File: config.mk
export PLATFORM = sky130hd
export DESIGN_NAME = gpio_in_cond
export DESIGN_NICKNAME = d
export VERILOG_FILES = /design/src/rtl/gpio_in_cond_pkg.sv /design/src/rtl/gpio_debounce_bit.sv /design/src/rtl/gpio_in_cond.sv
export SDC_FILE = /design/constraint.sdc
export NUM_CORES = 1
export LEC_CHECK = 0
export BUFFER_PORTS_ARGS = -buffer_cell sky130_fd_sc_hd__buf_2
export CAP_MARGIN = 30
export CORE_MARGIN = 3
export CORE_UTILIZATION = 40
export DETAILED_ROUTE_END_ITERATION = 16
export HOLD_SLACK_MARGIN = 0.12
export SYNTH_ARGS = -nofsm -noshare
export SYNTH_HDL_FRONTEND = slang
export SYNTH_SLANG_ARGS = --single-unit
File: constraint.sdc
create_clock -name sys_clk -period 1.55 [get_ports sys_clk]
set_input_delay 0.31 -clock sys_clk [delete_from_list [all_inputs] [get_ports sys_clk]]
set_output_delay 0.31 -clock sys_clk [all_outputs]
set_load 0.05 [all_outputs]
File: src/rtl/gpio_in_cond_pkg.sv
// Shared GPIO defaults so the core and the input conditioner agree on width and filtering.
package gpio_in_cond_pkg;

    localparam int unsigned GPIO_WIDTH           = 32;
    localparam int unsigned GPIO_DEBOUNCE_CYCLES = 16;

    // Counter must hold values 0..cycles-1; one extra code keeps cycles=1 at a 1-bit counter.
    function automatic int unsigned gpio_cnt_w(input int unsigned cycles);
        return $clog2(cycles + 1);
    endfunction

endpackage

File: src/rtl/gpio_debounce_bit.sv
// One GPIO bit: two-flop synchronizer, debounce counter, stable level and sticky edge flags.
module gpio_debounce_bit #(
    parameter int unsigned DEBOUNCE_CYCLES = 16,
    parameter int unsigned CNT_W           = 5,
    parameter logic        RESET_VAL       = 1'b0
) (
    input  logic i_clk,
    input  logic i_rst,
    input  logic i_pin,
    input  logic i_edge_clr,
    output logic o_stable,
    output logic o_rise,
    output logic o_fall
);

    localparam logic [CNT_W-1:0] CntMax = CNT_W'(DEBOUNCE_CYCLES - 1);

    logic             r_sync1;
    logic             r_sync2;
    logic             r_stable;
    logic [CNT_W-1:0] r_cnt;
    logic             r_rise;
    logic             r_fall;

    logic             w_accept;
    logic [CNT_W-1:0] w_cnt_nxt;
    logic             w_stable_nxt;
    logic             w_rise_nxt;
    logic             w_fall_nxt;

    // Debounce next-state: count consecutive mismatches, accept on the last one.
    always_comb begin
        w_accept     = 1'b0;
        w_cnt_nxt    = '0;
        w_stable_nxt = r_stable;
        if (r_sync2 != r_stable) begin
            if (r_cnt == CntMax) begin
                w_accept     = 1'b1;
                w_stable_nxt = r_sync2;
            end else begin
                w_cnt_nxt = r_cnt + 1'b1;
            end
        end
        // A new edge wins over a clear arriving on the same cycle.
        w_rise_nxt = (w_accept & r_sync2)  | (r_rise & ~i_edge_clr);
        w_fall_nxt = (w_accept & ~r_sync2) | (r_fall & ~i_edge_clr);
    end

    // State register with synchronous reset; reset never produces an edge flag.
    always_ff @(posedge i_clk) begin
        if (i_rst) begin
            r_sync1  <= RESET_VAL;
            r_sync2  <= RESET_VAL;
            r_stable <= RESET_VAL;
            r_cnt    <= '0;
            r_rise   <= 1'b0;
            r_fall   <= 1'b0;
        end else begin
            r_sync1  <= i_pin;
            r_sync2  <= r_sync1;
            r_stable <= w_stable_nxt;
            r_cnt    <= w_cnt_nxt;
            r_rise   <= w_rise_nxt;
            r_fall   <= w_fall_nxt;
        end
    end

    assign o_stable = r_stable;
    assign o_rise   = r_rise;
    assign o_fall   = r_fall;

endmodule

File: src/rtl/gpio_in_cond.sv
// GPIO input conditioner: per-bit synchronize + debounce, sticky edge flags, edge summary.
module gpio_in_cond
    import gpio_in_cond_pkg::*;
#(
    parameter int unsigned      WIDTH           = GPIO_WIDTH,
    parameter int unsigned      DEBOUNCE_CYCLES = GPIO_DEBOUNCE_CYCLES,
    parameter logic [WIDTH-1:0] RESET_VAL       = '0
) (
    input  logic             sys_clk,
    input  logic             sys_rst,
    input  logic [WIDTH-1:0] pin_in,
    output logic [WIDTH-1:0] gpio_in,
    output logic [WIDTH-1:0] edge_rise,
    output logic [WIDTH-1:0] edge_fall,
    input  logic [WIDTH-1:0] edge_clr,
    output logic             edge_any
);

    localparam int unsigned CNT_W = gpio_cnt_w(DEBOUNCE_CYCLES);

    logic [WIDTH-1:0] w_stable;
    logic [WIDTH-1:0] w_rise;
    logic [WIDTH-1:0] w_fall;

    for (genvar g = 0; g < WIDTH; g++) begin : g_bit
        gpio_debounce_bit #(
            .DEBOUNCE_CYCLES(DEBOUNCE_CYCLES),
            .CNT_W          (CNT_W),
            .RESET_VAL      (RESET_VAL[g])
        ) u_bit (
            .i_clk     (sys_clk),
            .i_rst     (sys_rst),
            .i_pin     (pin_in[g]),
            .i_edge_clr(edge_clr[g]),
            .o_stable  (w_stable[g]),
            .o_rise    (w_rise[g]),
            .o_fall    (w_fall[g])
        );
    end

    assign gpio_in   = w_stable;
    assign edge_rise = w_rise;
    assign edge_fall = w_fall;
    assign edge_any  = |{w_rise, w_fall};

endmodule
# --- Yosys cells after proc, flatten, opt, wreduce, memory -nomap -nowiden ---
# Index checks and enable logic that the tools add are counted.
word_totals:
  regBits: 320
  inputBits: 66
  elab_cells: 705
classes:
  add_sub_neg: 32
  n_eq_ne: 64
  n_mux: 64
  n_bitwise: 288
  reduce_logical: 65
ops:
  columns: ["op", "n"]
  rows:
  - ["$add 5x1->5 const B", 32]
  - ["$eq 5x4->1 const B", 32]
  - ["$and 1x1->1", 128]
  - ["$not 1->1", 96]
  - ["$reduce_or 3->1", 32]
  - ["$mux 1", 64]
  - ["$or 1x1->1", 64]
  - ["$reduce_and 2->1", 32]
  - ["$reduce_or 64->1", 1]
  - ["$ne 1x1->1", 32]

# --- Longest topological paths before layout ---
logic_depth:
  word_depth: 5
  depth_mapped: 5
  depth_no_buf: 5

# --- By module ---
# A second synthesis with hierarchy kept.
hier_totals:
  hier_cells: 1141
  hier_area_um2: 11790.1
by_module_without_submodules:
  columns: ["mod", "n_inst", "cells_each", "area_per_inst_um2", "seq_area_each_um2"]
  rows:
  - ["gpio_debounce_bit", 32, 35, 364.1, 200.2]
  - ["gpio_in_cond", 1, 21, 138.9, 0.0]

# --- Least setup slack after synthesis ---
# OpenSTA, ideal clock, no wires.
synth_path:
  path_kind: "register to output"
  from: "register g_bit[0].u_bit.r_fall"
  to: "output edge_any"
  t_arrival_ps: 1428
  t_required_ps: 1240
  setup_slack_ps: -188
  stages_incl_launch_ff: 4
  path_buffers: 0
  path_cell_list: "dfxtp_1 nor4_1 nand4_1 or4_1"
synth_via:
  elab_chain_cells: 1
synth_lines:
  columns: ["item", "line", "rtl"]
  rows:
  - ["start, declared", "gpio_debounce_bit.sv:23", "logic r_fall;"]
  - ["start signal, assigned", "gpio_debounce_bit.sv:64", "r_fall <= w_fall_nxt;"]
  - ["$reduce_or 64->1", "gpio_in_cond.sv:44", "assign edge_any = |{w_rise, w_fall};"]
  - ["end, declared", "gpio_in_cond.sv:16", "output logic edge_any"]
# Every way passes these cells.

# --- Worst setup path in the final report ---
layout_path:
  from: "register g_bit[11].u_bit.r_fall"
  to: "output edge_any"
layout_via:
  elab_chain_cells: 1
layout_lines:
  columns: ["item", "line"]
  rows:
  - ["start, declared", "gpio_debounce_bit.sv:23"]
  - ["start signal, assigned", "gpio_debounce_bit.sv:64"]
  - ["$reduce_or 64->1", "gpio_in_cond.sv:44"]
# Every way passes these cells.

==> results.tsv <==
stage	metric	value	unit
status	status	complete, but fails checks	
status	violated checks	setup timing	
global_routing	vias in the first global route	8472	
routing	routed vias	8745	
cells_and_area	fillers	2739	
global_routing	met2 Usage GRT	24.20	%
placed_design	Port Buffers	162	
power	internal portion of total power	13840	uW
cts	clk buf depth	3	
synthesis	combinational family with the most area after synthesis	simple AND/OR/NAND/NOR gates	
placed_design	GPL Wtd Cong	0.7853	
synthesis	post-synthesis cell area	12490	um2
routing	wire length reported by the detailed router	25340	um
synthesis	Synth Area in Adders	6.413	%
cells_and_area	Diodes inserted	0	
synthesis	XOR/XNOR share of the synthesized area	6.733	%
critical_path	worst path required time	1.24	ns
synthesis	number of enable flip-flop cells after synthesis	0	
placed_design	Cell Area, Placed	14060	um2
routing	wire length per cell	12.92	um
critical_path	peak fanout along the critical path	2	
synthesis	compound-cell area share of the yosys netlist	2.565	%
synthesis	post-synthesis instance total	1258	
critical_path	Critical Path Max Stage Delay	0.61	ns
timing	worst slew slack as a fraction of its limit	78.09	%
floorplanning	die outline height	182.7	um
global_routing	global route overflow	0	
routing	number of remaining DRC errors	0	
floorplanning	io pins	163	
synthesis	average size of a mapped cell	9.926	um2
synthesis	Seq/Total Area, Yosys	51.30	%
cells_and_area	layout overhead on the synthesized area	31.73	%
worst_hold_path	worst hold endpoint	g_bit[2].u_bit.o_stable	
critical_path	reg-to-reg setup timing slack	0.06	ns
power	proportion of power drawn by combinational gates	3.3	%
timing	Achievable Freq	0.3988	GHz
critical_path	worst r2r src	g_bit[21].u_bit.r_cnt[0]	
floorplanning	floorplan die width	182.7	um
cells_and_area	count of nets after finishing	1670	
power	switching power share of the total	20.26	%
critical_path	sequence of cells on the critical path	nor4_4 -> buf_4 -> nand4_1 -> or4_4 -> buf_8	
power	Clock Power Share	48.4	%
routing	Detail Route Antenna Nets	0	
critical_path	Critical Path Slowest Stage Cell	sky130_fd_sc_hd__or4_4	
placed_design	pre-CTS WS	-0.5446	ns
timing	final-report max-slew violation count	0	
synthesis	portion of netlist area occupied by mux cells	2.565	%
synthesis	number of nets in the synthesized netlist	1388	
synthesis	warnings from Yosys	0	
synthesis	Yosys cell types	24	
synthesis	asr flop ratio synth	0	%
cts	clock buffers created by TritonCTS	36	
timing	Final period util	161.8	%
critical_path	type of origin of the critical path	register	
cts	TritonCTS clock tree	built	
critical_path	data arrival time of the critical path	2.20	ns
cells_and_area	layout cells sized above 1	28.69	%
routing	Vias per Instance	4.459	
placed_design	DP HPWL	18150	um
timing	setup ws final	-0.9573	ns
timing	worst hold slack across all endpoints	0.1526	ns
floorplanning	Core ar.	30670	um2
critical_path	Worst path top cell family by delay	simple AND/OR/NAND/NOR gates	
cts	clock-pin slew on the worst setup and hold paths	0.06	ns
worst_hold_path	Hold Crit Start	sys_rst	
synthesis	flop and latch count out of synthesis	320	
timing	min cycle time layout	2.507	ns
critical_path	Buf+Inv Stages, Crit Path	2	
power	static leakage	0.006631	uW
timing	Final Skew	0.02045	ns
global_routing	largest net degree at the start of global routing	33	
critical_path	cell depth of the worst flop-to-flop path	5	
floorplanning	initial core utilization	40.71	%
critical_path	crit path capture type	output pin	
cts	Clk Latency, worst-skew pair	0.51	ns
critical_path	reg2reg end	g_bit[21].u_bit.r_cnt[3]	
critical_path	classification of the worst setup path	reg2out	
cells_and_area	summed area of non-filler cells in the final layout	16450	um2
power	Worst VDD drop	734.7	uV
timing	unrepaired setup endpoints after global routing	yes	
worst_hold_path	worst min-delay path category	in2reg	
cts	sinks on the clock net	320	
routing	drt first pass iters	4	
worst_hold_path	hold-critical path depth	2	
timing	transition time of the tightest slew-check pin	0.3256	ns
power	power density relative to cell area	1055	nW/um2
global_routing	layer with the highest usage after global routing	met2	
global_routing	met3 Resource Use GR	3.747	%
run	number of maximum-capacitance violations	0	
global_routing	antenna violations before repair	2	
timing	number of endpoints failing setup at the final stage	1	
routing	count of routing violations after the opening detailed-route iteration	270	
cts	cell at the root of the clock tree	sky130_fd_sc_hd__clkbuf_16	
cts	number of H-tree branching levels	2	
synthesis	simple-gate portion of the synthesized area	22.06	%
synthesis	most frequently used flop master after synthesis	sky130_fd_sc_hd__dfxtp_1	
global_routing	total routing usage reported by global routing	14.90	%
floorplanning	number of rows created at floorplan	64	
global_routing	global-route wire length before repair	40880	um
power	share of total power in sequential cells	48.4	%
timing	endpoints failing hold	0	
global_routing	Global Route met1 Usage	19.38	%
floorplanning	die outline area	33370	um2
power	Switch Pwr	3517	uW
[flip-flops by register name (all words and copies together) (netlist names)]
name,count
g_bit.u_bit.r_cnt,160
g_bit.u_bit.o_fall,32
g_bit.u_bit.o_rise,32
g_bit.u_bit.o_stable,32
g_bit.u_bit.r_sync1,32
g_bit.u_bit.r_sync2,32
[Yosys cell counts, drive strengths merged (14+ instances only)]
cell    number  area, um2
a21oi       64      320.3
and3        32      200.2
buf        103      750.7
clkbuf      14      52.55
dfxtp      320       6406
ha          64      800.8
inv         64      240.2
mux2i       32      320.3
nand2b      61      381.6
nand3       32      160.2
nand3b      64      480.5
nor2       192      720.7
nor2b       64      400.4
nor4        16      106.4
or3         32      250.2
xnor2       64      560.5
xor2        32      280.3
[worst reg2reg max path, stage by stage, from the launching register on]
cell,delay (ns)
sky130_fd_sc_hd__dfxtp_1,0.32
sky130_fd_sc_hd__ha_1,0.22
sky130_fd_sc_hd__and3_1,0.15
sky130_fd_sc_hd__ha_1,0.22
sky130_fd_sc_hd__or3_4,0.41
sky130_fd_sc_hd__nor2_2,0.11
[final cells by class]
type,instances,area (um2),area share [%]
clock buffer,55,1125,6.838
sequential,320,6416,39.01
inverter,64,240.2,1.460
multi-input combinational,757,5321,32.35
clock inverter,8,78.83,0.4792
timing repair buffer,361,2773,16.86
tap,396,495.5,3.012
[cells by family (layout without fill, tap and decap cells)]
logic type,Yosys count,in the layout
flops,320,320
fa+ha+maj,64,64
mux,32,32
buf+inv,181,488
simple gates,501,501
xor+xnor,96,96
compound gates,64,64
[how the worst max path moves through the flow]
stage          cells past startpoint       end  slack, ns                   start
3_3_place_gp                       5  edge_any      -0.54  g_bit[10].u_bit.o_rise
6_report                           5  edge_any      -0.96  g_bit[11].u_bit.o_fall
2_1_floorplan                      3  edge_any      -0.06   g_bit[0].u_bit.o_fall
4_1_cts                            5  edge_any      -0.99  g_bit[11].u_bit.o_fall
3_5_place_dp                       5  edge_any      -0.54  g_bit[14].u_bit.o_fall
5_1_grt                            5  edge_any      -1.06  g_bit[11].u_bit.o_fall
[power groups by stage]
stage	sequential, uW	clock [uW]	combinational (uW)
3_5_place_dp	8570	0	420
2_1_floorplan	8560	0	234
6_report	8390	8390	571
5_1_grt	8400	9010	627
3_3_place_gp	8570	0	417
4_1_cts	8390	8680	563
[per-layer routing]
layer,up-vias,share of wire [%]
met5,-,0.083
met4,4,2.8
met3,52,5.5
met2,154,45
met1,3947,47
li1,4588,-
[stage by stage]
stage | utilization (%) | TNS [ns] | total power, uW | cells
3_5_place_dp | 45.84 | -0.8114 | 8991 | 1835
4_1_cts | 52.84 | -0.9947 | 17630 | 1962
5_1_grt | 53.64 | -1.080 | 18040 | 1961
2_1_floorplan | - | -0.06462 | 8792 | 1258
6_report | 53.64 | -0.9573 | 17360 | 1961
3_3_place_gp | 45.84 | -0.5397 | 8984 | 1835
[repair_timing]
action | in CTS | in global routing
endpoints found under the hold margin | 95 | 0
cloned | 0 | 0
hold buffers | 64 | 0
pin swaps | 4 | 32
endpoints found under the setup margin | 119 | 185
buffers inserted | 1 | 0
gates resized for setup | 94 | 99
[cell usage in the layout (no fill, tap or decap), types with 4 or more instances in the layout]
master	count
sky130_fd_sc_hd__clkbuf_1	6
sky130_fd_sc_hd__xor2_1	32
sky130_fd_sc_hd__ha_1	42
sky130_fd_sc_hd__nor4_1	11
sky130_fd_sc_hd__or3_4	32
sky130_fd_sc_hd__nor2b_1	64
sky130_fd_sc_hd__clkbuf_8	11
sky130_fd_sc_hd__and3_1	32
sky130_fd_sc_hd__buf_2	66
sky130_fd_sc_hd__mux2i_1	32
sky130_fd_sc_hd__nand4_1	4
sky130_fd_sc_hd__nand3b_1	64
sky130_fd_sc_hd__clkbuf_16	38
sky130_fd_sc_hd__buf_4	195
sky130_fd_sc_hd__clkbuf_4	27
sky130_fd_sc_hd__nor2_2	26
sky130_fd_sc_hd__a21oi_1	64
sky130_fd_sc_hd__ha_2	22
sky130_fd_sc_hd__clkinv_2	5
sky130_fd_sc_hd__dfxtp_1	312
sky130_fd_sc_hd__dfxtp_2	8
sky130_fd_sc_hd__buf_6	4
sky130_fd_sc_hd__nand2b_1	61
sky130_fd_sc_hd__nor2_1	165
sky130_fd_sc_hd__nand3_1	32
sky130_fd_sc_hd__xnor2_1	64
sky130_fd_sc_hd__inv_1	64
sky130_fd_sc_hd__dlygate4sd3_1	64
(Power assumes the default switching activity.)
